$ cat config.mk
export PLATFORM = sky130hd
export DESIGN_NAME = lfsr_share_ctrl
export DESIGN_NICKNAME = d
export VERILOG_FILES = /design/src/rtl/lfsr_share_pkg.sv /design/src/rtl/lfsr_share_ctrl_rr_arbiter.sv /design/src/rtl/lfsr_share_ctrl.sv
export SDC_FILE = /design/constraint.sdc
export NUM_CORES = 1
export LEC_CHECK = 0
export CAP_MARGIN = 10
export CORE_UTILIZATION = 32
export DETAILED_ROUTE_END_ITERATION = 8
export GPL_ROUTABILITY_DRIVEN = 0
export PLACE_DENSITY = 0.72
export SLEW_MARGIN = 20
export SYNTH_ARGS = -nofsm -noshare
export SYNTH_HDL_FRONTEND = slang
export SYNTH_HIERARCHICAL = 1
export SYNTH_SLANG_ARGS = --single-unit
$ cat constraint.sdc
create_clock -name clk -period 1.8 [get_ports clk]
set_input_delay 0.54 -clock clk [delete_from_list [all_inputs] [get_ports clk]]
set_output_delay 0.54 -clock clk [all_outputs]
set_load 0.01 [all_outputs]
$ cat src/rtl/lfsr_share_pkg.sv
// ---------------------------------------------------------------------------
// lfsr_share_pkg
//   Shared types and helpers for the LFSR sharing controller.
//   - state_t     : controller FSM states
//   - SEED_SUBST  : value loaded in place of an all-zero seed (lock-up guard)
//   - onehot_idx  : index of the set bit of a one-hot vector (up to 8 bits)
// ---------------------------------------------------------------------------
package lfsr_share_pkg;

  typedef enum logic [2:0] {
    IDLE,
    LOAD,
    WARM,
    STEP,
    GRANT
  } state_t;

  localparam int unsigned SEED_SUBST = 1;

  function automatic logic [2:0] onehot_idx(input logic [7:0] oh);
    logic [2:0] idx;
    idx = '0;
    for (int unsigned i = 0; i < 8; i++) begin
      if (oh[i]) idx = 3'(i);
    end
    return idx;
  endfunction

endpackage

$ cat src/rtl/lfsr_share_ctrl_rr_arbiter.sv
// ---------------------------------------------------------------------------
// rr_arbiter
//   Combinational round-robin pick: the first asserted request at or after
//   ptr_i (wrapping at NUM_REQ) wins.
//   Ports:
//     req_i     in  NUM_REQ         request vector
//     ptr_i     in  clog2(NUM_REQ)  highest-priority index
//     winner_o  out clog2(NUM_REQ)  index of the winning request
//     any_req_o out 1               at least one request asserted
// ---------------------------------------------------------------------------
module rr_arbiter #(
  parameter int unsigned NUM_REQ = 4
) (
  input  logic [NUM_REQ-1:0]         req_i,
  input  logic [$clog2(NUM_REQ)-1:0] ptr_i,
  output logic [$clog2(NUM_REQ)-1:0] winner_o,
  output logic                       any_req_o
);

  localparam int unsigned IDX_W = $clog2(NUM_REQ);

  int unsigned      idx;
  logic [IDX_W-1:0] cand;
  logic             found;

  always_comb begin
    winner_o = '0;
    found    = 1'b0;
    idx      = 0;
    cand     = '0;
    for (int unsigned off = 0; off < NUM_REQ; off++) begin
      idx = 32'(ptr_i) + off;
      if (idx >= NUM_REQ) idx = idx - NUM_REQ;
      cand = IDX_W'(idx);
      if (!found && req_i[cand]) begin
        winner_o = cand;
        found    = 1'b1;
      end
    end
  end

  assign any_req_o = |req_i;

endmodule

$ cat src/rtl/lfsr_share_ctrl.sv
// ---------------------------------------------------------------------------
// lfsr_share_ctrl
//   Shares one external LFSR core between NUM_REQ requesters. Sequences seed
//   loads and LFSR steps and hands each round-robin winner a freshly stepped
//   LFSR value.
//
//   Optional feature (macro RAND_WARMUP_EN): after every seed load the LFSR
//   is stepped WARMUP_STEPS times (WARM state) before requests are served.
//   Without the macro, LOAD returns straight to IDLE.
//
//   Ports:
//     clk        in  1        system clock, rising edge
//     rst        in  1        asynchronous reset, active low
//     seed_load  in  1        reseed request (single cycle)
//     seed       in  WIDTH    seed value, sampled with seed_load
//     req        in  NUM_REQ  level request per requester
//     gnt        out NUM_REQ  one-hot single-cycle grant
//     rnd_data   out WIDTH    random value, valid with gnt
//     rnd_valid  out 1        grant cycle indicator
//     busy       out 1        controller not idle
//     lfsr_load  out 1        load strobe to LFSR core
//     lfsr_seed  out WIDTH    seed value to LFSR core
//     lfsr_step  out 1        advance strobe to LFSR core
//     lfsr_q     in  WIDTH    LFSR core state
// ---------------------------------------------------------------------------
module lfsr_share_ctrl
  import lfsr_share_pkg::*;
#(
  parameter int unsigned WIDTH        = 8,
  parameter int unsigned NUM_REQ      = 4,
  parameter int unsigned WARMUP_STEPS = 16
) (
  input  logic               clk,
  input  logic               rst,
  input  logic               seed_load,
  input  logic [WIDTH-1:0]   seed,
  input  logic [NUM_REQ-1:0] req,
  output logic [NUM_REQ-1:0] gnt,
  output logic [WIDTH-1:0]   rnd_data,
  output logic               rnd_valid,
  output logic               busy,
  output logic               lfsr_load,
  output logic [WIDTH-1:0]   lfsr_seed,
  output logic               lfsr_step,
  input  logic [WIDTH-1:0]   lfsr_q
);

  localparam int unsigned IDX_W = $clog2(NUM_REQ);

  if (NUM_REQ < 2 || NUM_REQ > 8 || WARMUP_STEPS < 1 || WARMUP_STEPS > 255) begin : g_param_check
    $error("lfsr_share_ctrl: NUM_REQ or WARMUP_STEPS out of range");
  end

  state_t             state_q, state_d;
  logic [IDX_W-1:0]   rr_ptr_q;
  logic [WIDTH-1:0]   seed_q;
  logic               seed_pend_q;
  logic [WIDTH-1:0]   lfsr_seed_q;
  logic [NUM_REQ-1:0] gnt_q, gnt_d;
  logic               rnd_valid_q;
  logic               busy_q;
  logic               lfsr_load_q;
  logic               lfsr_step_q;

  logic [IDX_W-1:0]   arb_winner;
  logic               arb_any;
  logic [WIDTH-1:0]   seed_next;
  logic [WIDTH-1:0]   seed_fixed;
  logic [IDX_W-1:0]   gnt_idx;
  logic [IDX_W-1:0]   rr_next;

`ifdef RAND_WARMUP_EN
  logic [7:0]         warm_cnt_q;
`endif

  rr_arbiter #(
    .NUM_REQ(NUM_REQ)
  ) u_arb (
    .req_i    (req),
    .ptr_i    (rr_ptr_q),
    .winner_o (arb_winner),
    .any_req_o(arb_any)
  );

  // A seed arriving in the same IDLE cycle overrides an older pending one.
  assign seed_next  = seed_load ? seed : seed_q;
  assign seed_fixed = (seed_next == '0) ? WIDTH'(SEED_SUBST) : seed_next;

  assign gnt_idx = IDX_W'(onehot_idx(8'(gnt_q)));
  assign rr_next = (32'(gnt_idx) == NUM_REQ - 1) ? '0 : gnt_idx + 1'b1;

  always_comb begin
    state_d = state_q;
    unique case (state_q)
      IDLE: begin
        if (seed_pend_q || seed_load) state_d = LOAD;
        else if (|req)                state_d = STEP;
      end
`ifdef RAND_WARMUP_EN
      LOAD:  state_d = WARM;
      WARM:  if (warm_cnt_q == 8'd1) state_d = IDLE;
`else
      LOAD:  state_d = IDLE;
      WARM:  state_d = IDLE;
`endif
      // Requests that vanish before sampling simply skip the grant.
      STEP:  state_d = arb_any ? GRANT : IDLE;
      GRANT: state_d = IDLE;
      default: state_d = IDLE;
    endcase
  end

  always_comb begin
    gnt_d = '0;
    if (state_d == GRANT) gnt_d[arb_winner] = 1'b1;
  end

  // Strobes are registered from the next state so each one lines up
  // exactly with the state it belongs to.
  always_ff @(posedge clk or negedge rst) begin
    if (!rst) begin
      state_q     <= IDLE;
      rr_ptr_q    <= '0;
      seed_q      <= '0;
      seed_pend_q <= 1'b0;
      lfsr_seed_q <= WIDTH'(SEED_SUBST);
      gnt_q       <= '0;
      rnd_valid_q <= 1'b0;
      busy_q      <= 1'b0;
      lfsr_load_q <= 1'b0;
      lfsr_step_q <= 1'b0;
    end else begin
      state_q     <= state_d;
      gnt_q       <= gnt_d;
      rnd_valid_q <= (state_d == GRANT);
      busy_q      <= (state_d != IDLE);
      lfsr_load_q <= (state_d == LOAD);
      lfsr_step_q <= (state_d == STEP) || (state_d == WARM);

      if (state_q == IDLE && state_d == LOAD) begin
        lfsr_seed_q <= seed_fixed;
        seed_pend_q <= 1'b0;
      end else if (seed_load) begin
        seed_q      <= seed;
        seed_pend_q <= 1'b1;
      end

      if (state_q == GRANT) rr_ptr_q <= rr_next;
    end
  end

`ifdef RAND_WARMUP_EN
  always_ff @(posedge clk or negedge rst) begin
    if (!rst) begin
      warm_cnt_q <= '0;
    end else if (state_d == WARM) begin
      warm_cnt_q <= (state_q == LOAD) ? 8'(WARMUP_STEPS) : warm_cnt_q - 8'd1;
    end
  end
`endif

  assign gnt       = gnt_q;
  assign rnd_valid = rnd_valid_q;
  assign busy      = busy_q;
  assign lfsr_load = lfsr_load_q;
  assign lfsr_seed = lfsr_seed_q;
  assign lfsr_step = lfsr_step_q;
  // The core only advances at the end of the STEP cycle, so the stepped
  // value is taken straight from its state register, gated by the grant.
  assign rnd_data  = rnd_valid_q ? lfsr_q : '0;

endmodule

# Word level (Yosys, flattened, before mapping)

Cells that the tools add are included.

Equality and inequality tests: 7
$lt $le $gt $ge: 10
Reduce and logical (&&, ||, !) cells: 15
Muxes and demuxes: 35
$add $sub $neg: 8

Operator list:

| cell                                                | number |
|---|---|
| two-way mux 8 bit                                   | 3 |
| two-way mux 2 bit                                   | 11 |
| < comparator 2 x 3 -> 1 bit, second input constant  | 5 |
| two-way mux 1 bit                                   | 11 |
| == test 3 x 2 -> 1 bit, second input constant       | 3 |
| >= comparator 3 bit, second input constant          | 3 |
| two-way mux 3 bit                                   | 3 |
| binary-select mux 1 bit (select 2 bit)              | 4 |
| logical NOT 8 bit                                   | 1 |
| subtractor 2 x 1 -> 2 bit, second input constant    | 4 |
| adder 2 x 2 -> 3 bit, second input constant         | 2 |
| == test 3 bit, second input constant                | 2 |
| case mux 3 bit (2 select lines)                     | 1 |
| logical AND 1 bit                                   | 5 |
| two-way mux 4 bit                                   | 1 |
| OR reduction 4 bit                                  | 1 |
| adder 2 x 1 -> 3 bit, second input constant         | 1 |
| == test 3 x 1 -> 1 bit, second input constant       | 1 |
| >= comparator 2 x 3 -> 1 bit, second input constant | 1 |
| logical NOT 1 bit                                   | 3 |
| logical NOT 3 bit                                   | 1 |
| nonzero test 3 bit                                  | 1 |
| adder 2 x 1 -> 2 bit, second input constant         | 1 |
| demux 1 bit (select 2 bit)                          | 1 |
| other kinds (4)                                     | 5 |

Output and inout bits: 24
Input bits: 23
Flip-flop bits (word level): 30
Logic and storage cells: 85

# Logic depth before layout (Yosys ltp)

Gate-level depths: netlist of the first run.

Depth in word-level cells: 19
Mapped depth: 6
Mapped depth without buffers: 6

# Hierarchy

The synthesis of the first run kept the hierarchy.

Modules (own cells, without submodules):

| module          | instances | area each (um2) | cells an instance | sequential area each (um2) |
|---|---|---|---|---|
| lfsr_share_ctrl | 1         | 1281.2          | 107               | 752.0 |
| rr_arbiter      | 1         | 77.6            | 15                | 0.0 |

# Least setup slack after synthesis of the first run

OpenSTA, ideal clock, no wires.

Kind: reg-to-reg
Start: register state_q[1]
End: register seed_q[0]
Arrival time: 1.333 ns
Setup time: 0.125 ns
Data required time: 1.675 ns
Slack: 0.342 ns
Cell stages (with the launch flop): 5
Cells stage by stage: dfrtp_1 -> or3_1 -> buf_2 -> nand2_2 -> mux2_2

Cells in the longest elaborated chain, start to end: 5
Elaborated cells on any way between the ends: 7

RTL lines:

| element                         | line                   | RTL |
|---|---|---|
| start, declared                 | lfsr_share_ctrl.sv:54  | `state_t state_q, state_d;` |
| start signal, assigned          | lfsr_share_ctrl.sv:133 | `state_q <= state_d;` |
| two-way mux 3 bit               | lfsr_share_ctrl.sv:97  | `else if (\|req) state_d = STEP;` |
| two-way mux 3 bit               | lfsr_share_ctrl.sv:96  | `if (seed_pend_q \|\| seed_load) state_d = LOAD;` |
| case mux 3 bit (2 select lines) | lfsr_share_ctrl.sv:94  | `unique case (state_q)` |
| == test 3 x 1 -> 1 bit          | lfsr_share_ctrl.sv:140 | `if (state_q == IDLE && state_d == LOAD) begin` |
| logical AND 1 bit (*)           | lfsr_share_ctrl.sv:140 |  |
| end signal, assigned            | lfsr_share_ctrl.sv:124 | `seed_q <= '0;` |
| end signal, assigned            | lfsr_share_ctrl.sv:144 | `seed_q <= seed;` |
| end, declared                   | lfsr_share_ctrl.sv:56  | `logic [WIDTH-1:0] seed_q;` |

Every way passes the cells marked *; elsewhere a longest branch is shown, timed or not.
A chain may end at the register's enable or synchronous reset.

# Final worst setup path of the first run

Start: input port req[1]
End: register gnt_q[3] (netlist: gnt[3])

Cells in the longest elaborated chain, start to end: 17
Elaborated cells on any way between the ends: 33

RTL lines:

| element                                                                                                  | line                             | RTL |
|---|---|---|
| start, declared                                                                                          | lfsr_share_ctrl.sv:37            | `input logic [NUM_REQ-1:0] req,` |
| binary-select mux 1 bit (select 2 bit)                                                                   | lfsr_share_ctrl_rr_arbiter.sv:35 | `if (!found && req_i[cand]) begin` |
| two-way mux 1 bit (not written as such)                                                                  | lfsr_share_ctrl_rr_arbiter.sv:35 |  |
| two-way mux 1 bit                                                                                        | lfsr_share_ctrl_rr_arbiter.sv:35 |  |
| logical NOT 1 bit                                                                                        | lfsr_share_ctrl_rr_arbiter.sv:35 |  |
| logical AND 1 bit                                                                                        | lfsr_share_ctrl_rr_arbiter.sv:35 |  |
| two-way mux 1 bit                                                                                        | lfsr_share_ctrl_rr_arbiter.sv:35 |  |
| logical NOT 1 bit                                                                                        | lfsr_share_ctrl_rr_arbiter.sv:35 |  |
| logical AND 1 bit                                                                                        | lfsr_share_ctrl_rr_arbiter.sv:35 |  |
| (+3 left out)                                                                                            | -                                |  |
| two-way mux 2 bit (*)                                                                                    | lfsr_share_ctrl_rr_arbiter.sv:35 |  |
| via arb_winner[0]                                                                                        | lfsr_share_ctrl.sv:65            | `logic [IDX_W-1:0] arb_winner;` |
| < comparator 2 x 3 -> 1 bit (not written as such) / >= comparator 2 x 1 -> 1 bit (equally long branches) | lfsr_share_ctrl.sv:115           | `if (state_d == GRANT) gnt_d[arb_winner] = 1'b1;` |
| logical AND 1 bit (not written as such)                                                                  | lfsr_share_ctrl.sv:115           |  |
| two-way mux 1 bit (not written as such)                                                                  | lfsr_share_ctrl.sv:115           |  |
| demux 1 bit (select 2 bit) (*)                                                                           | lfsr_share_ctrl.sv:115           |  |
| two-way mux 4 bit (*)                                                                                    | lfsr_share_ctrl.sv:115           |  |
| via gnt_d[3]                                                                                             | lfsr_share_ctrl.sv:59            | `logic [NUM_REQ-1:0] gnt_q, gnt_d;` |
| end signal, assigned                                                                                     | lfsr_share_ctrl.sv:134           | `gnt_q <= gnt_d;` |
| end, declared                                                                                            | lfsr_share_ctrl.sv:59            |  |

The timed path passes the listed nets; every way through them passes the cells marked *. The select of a mux whose other input is x is not followed.

==> reports/metrics.cfg, run 1 <==
[global_routing]
grt_antenna_before_repair=0
top_usage_layer=met2
met2_usage=0.281
grt_pass1_wl_mm=4.80
grt_max_degree=31
met1_usage=0.141
use_met3=0.0541
first_global_vias=1173
grt-ovfl-total=0
grtUsageTotal=0.147

[route]
drtAntennaViolNets=0
wl_per_cell_um=13.0
dr.pass1.iters=4
drtIter0Drc=32
route.detailed.drc=0
routed_wl_mm=3.05
viasPerCell=4.91
vias=1153

[floorplan]
core_sq_um=4030
die_height_um=67.2
die_x_um=67.2
ioPinCount=47
initial_core_util=0.337
core.rowCount=23
fp.dieArea_sq_um=4510

[clock_network]
ctsHtreeMaxLevel=2
clock_latency_ns=0.27
cts_hold_buf=0
cts_sinks=30
cts_max_path_buffers=2
cts_buffers=5
cts_tree=built
cts.clk_slew.worst_paths_ns=0.06
cts_root_buf=clkbuf_8

[synthesis]
netlist_instances=122
yosysSeqAreaShare=0.553
ys_types=35
synthArstFlopShare=1.00
ys_warn_count=6
ys_seq_elements=30
synthFlopType=dfrtp_1
syn_area_sq_um=1360
synth_edf_count=0
synth.avg_cell_area_sq_um=11.1
synthesis.nets=145

[critical_path]
crit_fanout=4
end_kind=flip-flop
critical-path-top-delay-family=compound AO/OA/AOI/OAI gates
critPathMaxStageDelay_ns=0.51
worstPathArrival_ns=2.00
cp-start-kind=input port
required_ns=2.01
slowest_stage=clkdlybuf4s50_1
r2r_slack_ns=0.22
path_cells=clkdlybuf4s50_1 -> inv_1 -> a221o_1 -> a21oi_1 -> and3_1
rr_endpoint=seed_q[3]
crit_buf_inv=2
crit_type=in -> reg
ff2ff_path_depth=3
worstReg2RegStart=state_q[1]

[placed_design]
io_buffer_count=46
dp_hpwl_mm=2.35
dp.cells=226
placed_cell_area_sq_um=1950

[timing]
maxSlewHeadroom=0.756
fin_crit_sh=0.994
whs_ns=0.474
rsz0062_at_grt=yes
setup_violations=0
tightest_slew_ns=0.366
hold_viol=0
max_freq_mhz=559
final-max-slew-violation-count=0
min_period_ns=1.79
skew_ns=0.00417

[worst_hold_path]
hold_class=reg -> reg
hp-start=seed_pend_q
hold_depth=1
holdPathEnd=lfsr_step

[run]
maxCapViolations=0

[final_layout]
final_cell_mix=clkdlybuf4s50_1, dfrtp_1, buf_4, mux2_2, o21ai_0
syn_to_final_growth_pct=49.7
final_common_cell=clkdlybuf4s50_1
design_area_sq_um=2030
fillers=355
diodes=0
fin_cells=235
nNetsFinal=207
final_util=0.505
drive_gt1_frac=0.259

[power]
ir_worst_vdd_uv=1070
power-per-cell-area_nw_per_um2=1370
p_leak_nw=0.961

[status]
outcome=finished, final reports clean

## worst reg2reg max path, cell delays in order (launching register included)
cell and delay (ns):
dfrtp_1 0.39, or3_1 0.50, nand2_2 0.22, mux2_2 0.36
## layer usage
layer / share of wire / vias up
met1: 0.37 / 547
met3: 0.084 / 5
met2: 0.53 / 50
met5: 0 / -
li1: - / 551
met4: 0.010 / 0
## report_power, final
| part | switching (mW) | leakage, nW | internal [mW] |
|---|---|---|---|
| Clock | 0.225 | 0.0482 | 0.307 |
| Combinational | 0.503 | 0.539 | 0.615 |
| Sequential | 0.175 | 0.373 | 0.959 |
## how the worst max path moves through the flow
stage                           from          end  depth (start not counted)
after floorplan           state_q[1]    seed_q[0]                          4
after global placement     lfsr_q[7]  rnd_data[7]                          3
after detailed placement   lfsr_q[0]  rnd_data[0]                          3
after CTS                  lfsr_q[0]  rnd_data[0]                          3
after global routing          req[1]       gnt[3]                          5
final                         req[1]       gnt[3]                          5
## cells in the mapped netlist, drive strengths merged (3+ instances only)
| master | n | share of area |
|---|---|---|
| a21oi | 6 | 0.022 |
| and2 | 8 | 0.037 |
| buf | 3 | 0.015 |
| dfrtp | 29 | 0.53 |
| inv | 8 | 0.022 |
| mux2 | 10 | 0.083 |
| mux2i | 7 | 0.052 |
| nand2 | 3 | 0.010 |
| nor2 | 6 | 0.017 |
| nor4 | 6 | 0.028 |
| o21ai | 15 | 0.055 |
## kinds of logic (layout without fill, tap and decap cells)
| group | after synthesis | in the layout | share of synthesized area |
|---|---|---|---|
| compound gates | 26 | 26 | 0.114 |
| mux | 17 | 17 | 0.134 |
| simple gates | 35 | 35 | 0.149 |
| buf+inv | 14 | 77 | 0.0488 |
| flops | 30 | 30 | 0.553 |
## area by class of cell
type                       count  area (sq um)  share of cell area
tap                           50          62.6              0.0308
timing repair buffer          60           541               0.266
clock inverter                 1          5.00             0.00246
inverter                       9          38.8              0.0191
clock buffer                   7          86.3              0.0424
sequential                    30           752               0.370
multi-input combinational     78           549               0.270
## per-stage QoR
step	setup TNS, ns	setup WS, ns	total power, mW
after floorplan	0	0.342	1.77
after global placement	-4.16	-0.383	2.22
after detailed placement	-4.72	-0.412	2.28
after CTS	0	0.00232	2.80
after global routing	-0.00536	-0.00536	2.97
final	0	0.0116	2.78
## flip-flops by register name, summed over array words and instances, names as in the netlist
signal	cells
rr_ptr_q	2
state_q	3
seed_q	8
rnd_valid	1
busy	1
lfsr_step	1
seed_pend_q	1
gnt	4
lfsr_seed	8
lfsr_load	1
## what timing repair did
item                       CTS  global route
setup endpoints to repair   10             8
resized for setup           33             8
pin swaps                    1             4
buffers inserted             1             0
(Power assumes the default switching activity.)
==> inputs of run 2 (changes only) <==
--- a/config.mk
+++ b/config.mk
@@ -10,8 +10,8 @@
 export DETAILED_ROUTE_END_ITERATION = 8
 export GPL_ROUTABILITY_DRIVEN = 0
 export PLACE_DENSITY = 0.72
+export SETUP_SLACK_MARGIN = 0.3
 export SLEW_MARGIN = 20
 export SYNTH_ARGS = -nofsm -noshare
 export SYNTH_HDL_FRONTEND = slang
-export SYNTH_HIERARCHICAL = 1
 export SYNTH_SLANG_ARGS = --single-unit
==> reports/metrics.cfg, run 2 <==
[status]
outcome=finished, final reports clean

[power]
p_switching_mw=0.922  ; +2.1%
power_frac_clock=0.225  ; +0.034
p_int_mw=1.97  ; +4.9%
combPwrFrac=0.383  ; -0.019
total_power_mw=2.90  ; +4.0%
ir_worst_vdd_uv=780  ; -27%
power-per-cell-area_nw_per_um2=1370  ; -0.21%
power_frac_seq=0.392  ; -0.015
p_leak_nw=1.01  ; +5.2%
swShare=0.319  ; -0.00580

[synthesis]
netlist_instances=120  ; -1.6%
synthesis.nets=143  ; -1.4%
ys_seq_elements=30  ; unchanged
synth_top_area_share=0.544  ; +0.00951
yosysMostFrequentCell=dfrtp_1
synth.avg_cell_area_sq_um=11.1  ; -0.11%
yosysSeqAreaShare=0.563  ; +0.00985
syn_area_sq_um=1340  ; -1.7%
synth_edf_count=0  ; unchanged
synth_common_cells=dfrtp_1, nor2_1, a21oi_1
synth.area.top_cells=dfrtp_1, mux2_2, mux2i_1
ys_warn_count=0  ; -6
synthArstFlopShare=1.00  ; unchanged
ys_types=28  ; -20%
yosysTopAreaCell=dfrtp_1
synthFlopType=dfrtp_1

[clock_network]
cts_buffers=5  ; unchanged
cts_max_path_buffers=2  ; unchanged
cts_tree=built
cts_root_buf=clkbuf_8
ctsHtreeMaxLevel=2  ; unchanged
cts_sinks=30  ; unchanged
cts.clk_slew.worst_paths_ns=0.06  ; about the same
clock_latency_ns=0.28  ; about the same

[critical_path]
slowest_stage=dfrtp_1
critPathMaxStageDelay_ns=0.39  ; -0.12 ns
r2r_slack_ns=0.36  ; +0.14 ns
crit_buf_inv=2  ; unchanged
crit_type=reg -> out
worstPathArrival_ns=1.05  ; -0.95 ns
end_kind=output pin
required_ns=1.26  ; -0.75 ns
crit_top_cell=buf_6
critical-path-top-delay-family=flip-flops
crit_fanout=8  ; +4
path_cells=buf_6 -> and2_4 -> buf_6
cp-start-kind=flip-flop

[timing]
fin_crit_sh=0.884  ; -0.109
max_freq_mhz=628  ; +12%
skew_ns=0.00315  ; -0.00102 ns
maxSlewHeadroom=0.798  ; +0.0415
hold_viol=0  ; unchanged
min_period_ns=1.59  ; -0.197 ns
rsz0062_at_grt=yes
setup_violations=0  ; unchanged
tightest_slew_ns=0.301  ; -0.0650 ns
final-max-slew-violation-count=0  ; unchanged

[route]
route.detailed.drc=0  ; unchanged
wl_per_cell_um=13.2  ; +1.3%
dr.pass1.iters=4  ; unchanged
vias=1143  ; -0.87%
drtAntennaViolNets=0  ; unchanged
viasPerCell=4.78  ; -2.5%
routed_wl_mm=3.15  ; +3.0%
drtIter0Drc=41  ; +28%

[final_layout]
diodes=0  ; unchanged
syn_to_final_growth_pct=58.8
nNetsFinal=211  ; +1.9%
final_util=0.530  ; +0.0249
drive_gt1_frac=0.349  ; +0.0897
final_cell_mix=dfrtp_1, buf_4, dlygate4sd2_1, nor2_1
final_common_cell=dfrtp_1

[global_routing]
grtUsageTotal=0.162  ; +0.0150
grt-ovfl-total=0  ; unchanged
grt_pass1_wl_mm=5.21  ; +8.5%
first_global_vias=1181  ; +0.68%
grt_max_degree=31  ; unchanged
use_met3=0.0719  ; +0.0179
grt_antenna_before_repair=0  ; unchanged
met1_usage=0.174  ; +0.0330
met2_usage=0.275  ; -0.00600
top_usage_layer=met2

[floorplan]
ioPinCount=47  ; unchanged
die_height_um=66.6  ; -0.86%
initial_core_util=0.334  ; -0.00352
core_sq_um=4000  ; -0.71%
core.rowCount=23  ; unchanged
die_x_um=66.6  ; -0.86%
fp.dieArea_sq_um=4430  ; -1.7%

[placed_design]
io_buffer_count=46  ; unchanged
dp_hpwl_mm=2.35  ; about the same

[run]
maxCapViolations=0  ; unchanged

[worst_hold_path]
hold_class=reg -> reg

[run 2: cell types whose count changed after synthesis, moves of 4 or more]
cell and delta:
inv_1 -4, a21oi_1 +4, o21ai_1 -7, nor2_1 +9, o21ai_0 -8
[run 2: path summary, 6_finish.rpt]
| kind | startpoint | end | depth (start not counted) |
|---|---|---|---|
| worst min-delay path | gnt[3] | rr_ptr_q[0] | 1 |
| worst min register to register | gnt[3] | rr_ptr_q[0] | 1 |
| worst max register to register | state_q[0] | seed_q[7] | 3 |
| min in group asynchronous | rst | seed_q[0] | 2 |
| max in group asynchronous | rst | lfsr_seed[0] | 2 |
| worst max-delay path | rnd_valid | rnd_data[0] | 3 |
[run 2: worst register-to-register path: stages, from the launching register on]
cell and delay [ns]:
dfrtp_1 0.41, nor3_2 0.27, nand2b_2 0.29, mux2_2 0.37
[run 2: power groups by stage]
| stage | Combinational, mW | Clock [mW] | Sequential, mW |
|---|---|---|---|
| 6_report | 1.11 | 0.652 | 1.14 |
| 2_1_floorplan | 0.557 | 0 | 1.16 |
| 5_1_grt | 1.23 | 0.703 | 1.17 |
| 3_5_place_dp | 1.11 | 0 | 1.15 |
| 4_1_cts | 1.06 | 0.676 | 1.13 |
| 3_3_place_gp | 1.07 | 0 | 1.13 |
[run 2: routing by layer]
metal	wire, um	part of all wire
met5	0	0
met4	53	0.017
met3	228	0.072
met2	1580	0.50
met1	1280	0.41
[run 2: logic make-up (layout without fill, tap and decap cells)]
kind of cell / after synthesis / count (layout) / synth area share
simple gates: 48 / 48 / 0.195
flops: 30 / 30 / 0.563
compound gates: 18 / 18 / 0.0853
mux: 16 / 16 / 0.127
buf+inv: 8 / 77 / 0.0290
[run 2: repair_timing]
action / in CTS / in global routing
setup endpoints to repair: 44 / 18
hold buffers: 0 / 0
gates resized for setup: 100 / 15
pin swaps: 16 / 11
buffers inserted: 3 / 1
cloned: 0 / 0
[run 2: layout make-up]
cell class                 count  area (sq um)
fill                         360          1880
inverter                       3          11.3
tap                           50          62.6
clock inverter                 3          40.0
timing repair buffer          66           603
multi-input combinational     82           582
clock buffer                   5          68.8
sequential                    30           752
[run 2: per-stage QoR]
| step | instances | setup WS, ns | cell area [sq um] | hold slack [ns] | TNS, ns |
|---|---|---|---|---|---|
| 2_1_floorplan | 120 | 0.290 | 1340 | 0.244 | 0 |
| 3_3_place_gp | 227 | -0.367 | 1960 | 0.482 | -4.10 |
| 3_5_place_dp | 227 | -0.391 | 1960 | 0.476 | -4.83 |
| 4_1_cts | 238 | 0.156 | 2060 | 0.486 | 0 |
| 5_1_grt | 239 | 0.165 | 2120 | 0.504 | 0 |
| 6_report | 239 | 0.208 | 2120 | 0.484 | 0 |
==> inputs of run 3 (changes only) <==
--- a/config.mk
+++ b/config.mk
@@ -11,7 +11,9 @@
 export GPL_ROUTABILITY_DRIVEN = 0
 export PLACE_DENSITY = 0.72
 export SETUP_SLACK_MARGIN = 0.3
+export SKIP_LAST_GASP = 1
 export SLEW_MARGIN = 20
 export SYNTH_ARGS = -nofsm -noshare
 export SYNTH_HDL_FRONTEND = slang
+export SYNTH_HIERARCHICAL = 1
 export SYNTH_SLANG_ARGS = --single-unit
==> reports/metrics.cfg, run 3 (same netlist as run 1, synthesis figures left out) <==
[clock_network]
cts_sinks=30  ; unchanged
cts.clk_slew.worst_paths_ns=0.06  ; about the same
clock_latency_ns=0.27  ; about the same
cts_hold_buf=0  ; unchanged
cts_buffers=5  ; unchanged
cts_max_path_buffers=2  ; unchanged
cts_tree=built
ctsHtreeMaxLevel=2  ; unchanged
cts_root_buf=clkbuf_8

[critical_path]
critPathMaxStageDelay_ns=0.23  ; -0.16 ns
path_cells=dlygate4sd2_1 -> and2_4 -> buf_6
critical-path-top-delay-family=buffers and inverters
crit_type=in -> out
worstReg2RegStart=state_q[1]
end_kind=output pin
crit_buf_inv=2  ; unchanged
r2r_slack_ns=0.35  ; about the same
ff2ff_path_depth=3  ; unchanged
crit_fanout=1  ; -7
slowest_stage=dlygate4sd2_1
path_depth=3  ; unchanged
worstPathArrival_ns=1.04  ; about the same
rr_endpoint=seed_q[3]
required_ns=1.26  ; about the same
cp-start-kind=input port

[route]
vias=1192  ; +4.3%
drtAntennaViolNets=0  ; unchanged
met3_length_um=255  ; +12%
dr.pass1.iters=4  ; unchanged
met1_length_mm=1.18  ; -7.9%
route.detailed.drc=0  ; unchanged
routed_wl_mm=3.18  ; +1.2%
viasPerCell=4.99  ; +4.3%
drtIter0Drc=18  ; -56%
wl_per_cell_um=13.3  ; +1.2%
routed.top_layer=met4
routed-wl-met2_mm=1.71  ; +8.1%

[power]
combPwrFrac=0.413  ; +0.030
ir_worst_vdd_uv=1030  ; +32%
power-per-cell-area_nw_per_um2=1330  ; -2.5%
p_int_mw=1.91  ; -3.3%
power_frac_clock=0.187  ; -0.038
swShare=0.330  ; +0.0111
power_frac_seq=0.399  ; +0.007
p_leak_nw=1.01  ; +0.13%
p_switching_mw=0.938  ; +1.7%

[floorplan]
fp.dieArea_sq_um=4510  ; +1.7%
die_x_um=67.2  ; +0.86%
core_sq_um=4030  ; +0.72%
die_height_um=67.2  ; +0.86%
initial_core_util=0.337  ; +0.00352
ioPinCount=47  ; unchanged
core.rowCount=23  ; unchanged

[final_layout]
final_cell_mix=dfrtp_1, dlygate4sd2_1, buf_4, mux2_2, buf_6
syn_to_final_growth_pct=57.2
design_area_sq_um=2140  ; +0.77%
drive_gt1_frac=0.365  ; +0.0159
final_common_cell=dfrtp_1
nNetsFinal=211  ; unchanged
diodes=0  ; unchanged

[timing]
maxSlewHeadroom=0.752  ; -0.0452
rsz0062_at_grt=yes
setup_violations=0  ; unchanged
max_freq_mhz=634  ; +0.96%
skew_ns=0.00472  ; +0.00157 ns
timing.final.ws_setup_ns=0.223  ; +0.0151 ns
fin_crit_sh=0.876  ; -0.00837
hold_viol=0  ; unchanged
min_period_ns=1.58  ; -0.0151 ns
tightest_slew_ns=0.371  ; +0.0705 ns
fin_setup_tns_ns=0  ; unchanged
final-max-slew-violation-count=0  ; unchanged

[global_routing]
grt_max_degree=31  ; unchanged
first_global_vias=1185  ; +0.34%
grt_pass1_wl_mm=4.84  ; -7.2%
grt-ovfl-total=0  ; unchanged
grtUsageTotal=0.148  ; -0.0142
grt_antenna_before_repair=0  ; unchanged

[placed_design]
io_buffer_count=46  ; unchanged
dp_hpwl_mm=2.35  ; about the same
pre_cts_slack_ns=-0.412  ; -0.0206 ns
placed_cell_area_sq_um=1950  ; -0.57%

[worst_hold_path]
hp-start=seed_pend_q
hold_depth=1  ; unchanged
holdPathEnd=lfsr_step
hold_class=reg -> reg

[status]
outcome=finished, final reports clean

[run]
maxCapViolations=0  ; unchanged

## run 3: layer usage
metal / track usage / vias up
met5: 0 / -
met4: 0.0612 / 0
met3: 0.0557 / 6
met2: 0.278 / 52
met1: 0.143 / 574
li1: - / 560
## run 3: power groups by stage
| stage | Clock (mW) | Sequential [mW] | Combinational (mW) |
|---|---|---|---|
| finish | 0.533 | 1.14 | 1.18 |
| global route | 0.580 | 1.17 | 1.29 |
| CTS | 0.553 | 1.12 | 1.11 |
| detailed placement | 0 | 1.15 | 1.13 |
| global placement | 0 | 1.13 | 1.09 |
| floorplan | 0 | 1.17 | 0.602 |
## run 3: worst max path at each step
stage	from	end	slack [ns]
floorplan	state_q[1]	seed_q[0]	0.34
global placement	lfsr_q[7]	rnd_data[7]	-0.38
detailed placement	lfsr_q[0]	rnd_data[0]	-0.41
CTS	rnd_valid	rnd_data[0]	0.17
global route	rnd_valid	rnd_data[0]	0.18
finish	lfsr_q[0]	rnd_data[0]	0.22
## run 3: worst reg2reg max path, stage by stage (launching register included)
cell     delay [ns]
dfrtp_1        0.39
or3_4          0.45
nand2_4        0.15
mux2_2         0.35
## run 3: area by class of cell
class / instances / area (sq um)
tap: 50 / 62.6
timing repair buffer: 64 / 583
clock buffer: 7 / 86.3
clock inverter: 1 / 5.00
fill: 345 / 1890
multi-input combinational: 78 / 608
sequential: 30 / 752
inverter: 9 / 38.8
## run 3: per-stage QoR
stage / hold WS (ns) / cells / util / power [mW]
6_report: 0.477 / 239 / 0.530 / 2.84
5_1_grt: 0.502 / 239 / 0.530 / 3.04
4_1_cts: 0.479 / 236 / 0.507 / 2.78
3_5_place_dp: 0.468 / 226 / 0.484 / 2.28
3_3_place_gp: 0.444 / 226 / 0.484 / 2.22
2_1_floorplan: 0.244 / 122 / - / 1.77
## run 3: what timing repair did
action                                  in CTS  in global routing
endpoints found under the setup margin      47                 24
gates cloned                                 0                  0
pin swaps                                   11                 10
setup buffers                                2                  3
gates resized for setup                     82                 23
==> patch 1: new RTL, settings of run 3 <==
`NUM_REQ` is set to 4 in 2 places; all go to 2.
--- a/src/rtl/lfsr_share_ctrl_rr_arbiter.sv
+++ b/src/rtl/lfsr_share_ctrl_rr_arbiter.sv
@@ -10,5 +10,5 @@
 // ---------------------------------------------------------------------------
 module rr_arbiter #(
-  parameter int unsigned NUM_REQ = 4
+  parameter int unsigned NUM_REQ = 2
 ) (
   input  logic [NUM_REQ-1:0]         req_i,
--- a/src/rtl/lfsr_share_ctrl.sv
+++ b/src/rtl/lfsr_share_ctrl.sv
@@ -28,5 +28,5 @@
 #(
   parameter int unsigned WIDTH        = 8,
-  parameter int unsigned NUM_REQ      = 4,
+  parameter int unsigned NUM_REQ      = 2,
   parameter int unsigned WARMUP_STEPS = 16
 ) (
Interface: changed (resized gnt and req); port bits go from 47 to 43. No check against the original RTL was run, so the function may have changed too.
==> patch 1 against run 3 <==
Synthesized area fell by 9.5%. Power fell by 5.4%. Via count fell by 20%. Largest power group unchanged. Final area fell by 7.6%. Sequential cell count fell by 3. Clock skew rose by 0.0015 ns. Fmax fell by 1.0%. Setup slack got worse by 0.017 ns. Wire length fell by 12%.
==> patch 1: results (changes against run 3) <==
placed insts 184 (-19%); Num CTS Buffers 3 (-2); clk_skew 0.00625 ns (+0.00153 ns); layout cell share with drive strength beyond 1 49.7% (+13 points); max incr delay on CP 0.40 ns (+0.17 ns); met3 WL 179 µm (-30%); met1 WL 1.14 mm (-3.5%); Slowest cell on crit path dfrtp_1; Layout Cells excl Fill 201 (-16%); post-synth cell types 27 (-23%); register clock-pin slew on the reported worst setup and hold paths 0.09 ns (+0.03 ns); Vias per Instance 4.72 (-5.3%); synth cell count leaders dfrtp_1, mux2_2, and2_1; wire length on met2 1.45 mm (-16%); CP Max Fanout 8 (+7); Syn Nets 110 (-24%); CP startpoint rnd_valid$_DFF_PN0_; DRT Wirelength 2.80 mm (-12%); initial DRC count 5 (-13); grt met3 use 3.21% (-2.4 points); mux share of post-synthesis cell area 22.3% (+8.8 points); Gate Count Post-Synth 89 (-27%); status completed; vias in the first global route 971 (-18%); static leakage 0.925 nW (-8.6%); post-DP HPWL 1.98 mm (-16%); CTS H-Tree Depth 1 (-1); Seq/Total Area, Yosys 55.0% (-0.31 points); Synth Area in Compound Gates 4.98% (-6.4 points); Worst-Margin Slew 0.332 ns (-0.0391 ns); GR Util All Layers 15.1% (+0.35 points); Hold/Removal Path Class input port to async pin; Port Buffers 42 (-8.7%); drt pass-1 iters 3 (-1); largest net degree at the start of global routing 18 (-42%)
[patch 1: what timing repair did]
item                       in CTS  in global routing
gates cloned                    1                  0
gates resized for setup        68                 34
setup buffers                   7                  5
pin swaps                      12                 12
setup endpoints to repair      41                 38
[patch 1: final timing paths]
check / endpoint / slack [ns] / cells past startpoint
setup / recovery: rnd_data[7] / 0.21 / 3
hold / removal: lfsr_seed[6]$_DFFE_PN0P_ / 0.48 / 1
setup reg to reg: lfsr_seed[7]$_DFFE_PN0P_ / 0.32 / 3
hold reg to reg: lfsr_seed[7]$_DFFE_PN0P_ / 0.52 / 1
max in group asynchronous: state_q[1]$_DFF_PN0_ / 0.82 / 2
min in group clk: lfsr_seed[7]$_DFFE_PN0P_ / 0.52 / 1
[patch 1: power breakdown]
group	switching, mW	internal, mW	total (mW)
logic	0.502	0.791	1.29
registers	0.178	0.879	1.06
clock network	0.184	0.157	0.340
[patch 1: per-stage QoR]
stage                     TNS (ns)  setup slack [ns]
after floorplan                  0             0.312
after global placement       -4.54            -0.383
after detailed placement     -4.86            -0.397
after CTS                        0             0.146
after global routing             0             0.150
final                            0             0.207
[patch 1: area by class of cell]
type	instances	area, µm²
Timing Repair Buffer	63	584
Clock inverter	1	7.51
Fill cell	317	1690
Tap cell	48	60.1
Sequential cell	27	677
Clock buffer	3	41.3
Inverter	2	7.51
Multi-Input combinational cell	57	596
[patch 1: cells by family (layout without fill, tap and decap cells)]
kind of cell	Yosys count	after routing
buffers and inverters	6	69
AOI/OAI and AO/OA	8	8
and+or+nand+nor	26	27
DFF	27	27
muxes	22	22
[patch 1: worst max-delay path, delay by kind of cell, from the launching register on]
kind | cells | cell delay [ns]
flops | 1 | 0.40
buf+inv | 2 | 0.25
simple gates | 1 | 0.13
==> patch 2: new RTL, settings of run 3 <==
Without the edit above. Re-encode `state_t` (5 states) as one-hot, 5 bits wide.
--- a/src/rtl/lfsr_share_pkg.sv
+++ b/src/rtl/lfsr_share_pkg.sv
@@ -8,10 +8,10 @@
 package lfsr_share_pkg;
 
-  typedef enum logic [2:0] {
-    IDLE,
-    LOAD,
-    WARM,
-    STEP,
-    GRANT
+  typedef enum logic [4:0] {
+    IDLE  = 5'b00001,
+    LOAD  = 5'b00010,
+    WARM  = 5'b00100,
+    STEP  = 5'b01000,
+    GRANT = 5'b10000
   } state_t;
 
Formal check against the unedited RTL: same outputs for any inputs over 10 cycles, from zero or initial values and one cycle with rst low; not proved beyond that.
==> patch 2 against run 3 <==
The run now ends with setup timing left. Sequential cell count increased by 2. Global-route usage increased by 1.2 points. Via count up 0.17%. Final area increased by 10%. Non-clock buffer count grew 2. Die area increased by 6.7%. Setup slack got worse by 0.26 ns. Synthesized cell count shrank 2.5%. Power decreased by 16%. Fmax fell by 14%. Synthesized area increased by 6.9%. Critical path depth rose by 1. Wire length grew 9.6%. Critical path type is now flip-flop to flip-flop.
==> patch 2: results (changes against run 3) <==
largest net degree at the start of global routing 27 (-13%); Seq/Total Area, Yosys 55.3% (about the same); hold path endpoint seed_q[0]$_DFFE_PN0N_; post-CTS setup buffer count 4 (+2); met1 WL 1.39 mm (+18%); CP Max Fanout 9 (+8); Post-CTS Resized 83 (+1.2%); final hold slack 0.508 ns (+0.0313 ns); first-pass GRT wire length 6.05 mm (+25%); Top Family by Delay on Critical Path simple AND/OR/NAND/NOR gates; Slowest cell on crit path dfstp_2; power in the clock group 671 µW (+26%); met1 GRT Util 17.9% (+3.6 points); Gate Count Post-Synth 119 (-2.5%); worst setup path endpoint lfsr_seed[5]$_DFFE_PN0P_; # setup viols final 7 (+7); Layout Cells excl Fill 242 (+1.3%); Clk pwr share 28.2% (+9.5 points); Syn Nets 142 (-2.1%); initial DRC count 11 (-7); Int Pwr 1.74 mW (-8.9%); cells taking the most area after synthesis dfrtp_1, mux2_2, dfstp_2, and2_1, a21oi_1; failing checks setup timing; layout cell share with drive strength beyond 1 43.2% (+6.6 points); net count reported at finish 212 (+0.47%); wire length on met2 1.72 mm (+0.41%); vias in the first global route 1304 (+10%); slack of the critical path -0.0346 ns (-0.258 ns); max incr delay on CP 0.54 ns (+0.31 ns); status finished with violations
[patch 2: cell types whose count changed in the layout (fill, tap and decap cells not counted), moves of 3 or more]
| cell | run 3 | this run |
|---|---|---|
| buf_12 | 0 | 3 |
| clkdlybuf4s15_1 | 9 | 13 |
| dlygate4sd2_1 | 18 | 13 |
| mux2_2 | 10 | 16 |
| mux2_4 | 0 | 8 |
| mux2i_1 | 7 | 0 |
| o21ai_0 | 8 | 1 |
| o21ai_1 | 7 | 0 |
[patch 2: worst register-to-register path: cells and delay by family, from the launching register on]
family / cells / cell delay [ns]
simple gates: 2 / 0.69
flops: 1 / 0.54
buf+inv: 1 / 0.16
mux: 1 / 0.33
[patch 2: area by class of cell]
class / instances / area (µm²) / area share [%]
Tap cell: 52 / 65.1 / 2.77
Sequential cell: 32 / 805 / 34.2
Timing Repair Buffer: 66 / 648 / 27.6
Multi-Input combinational cell: 75 / 691 / 29.4
Clock inverter: 2 / 35.0 / 1.49
Inverter: 9 / 33.8 / 1.44
Clock buffer: 6 / 72.6 / 3.09
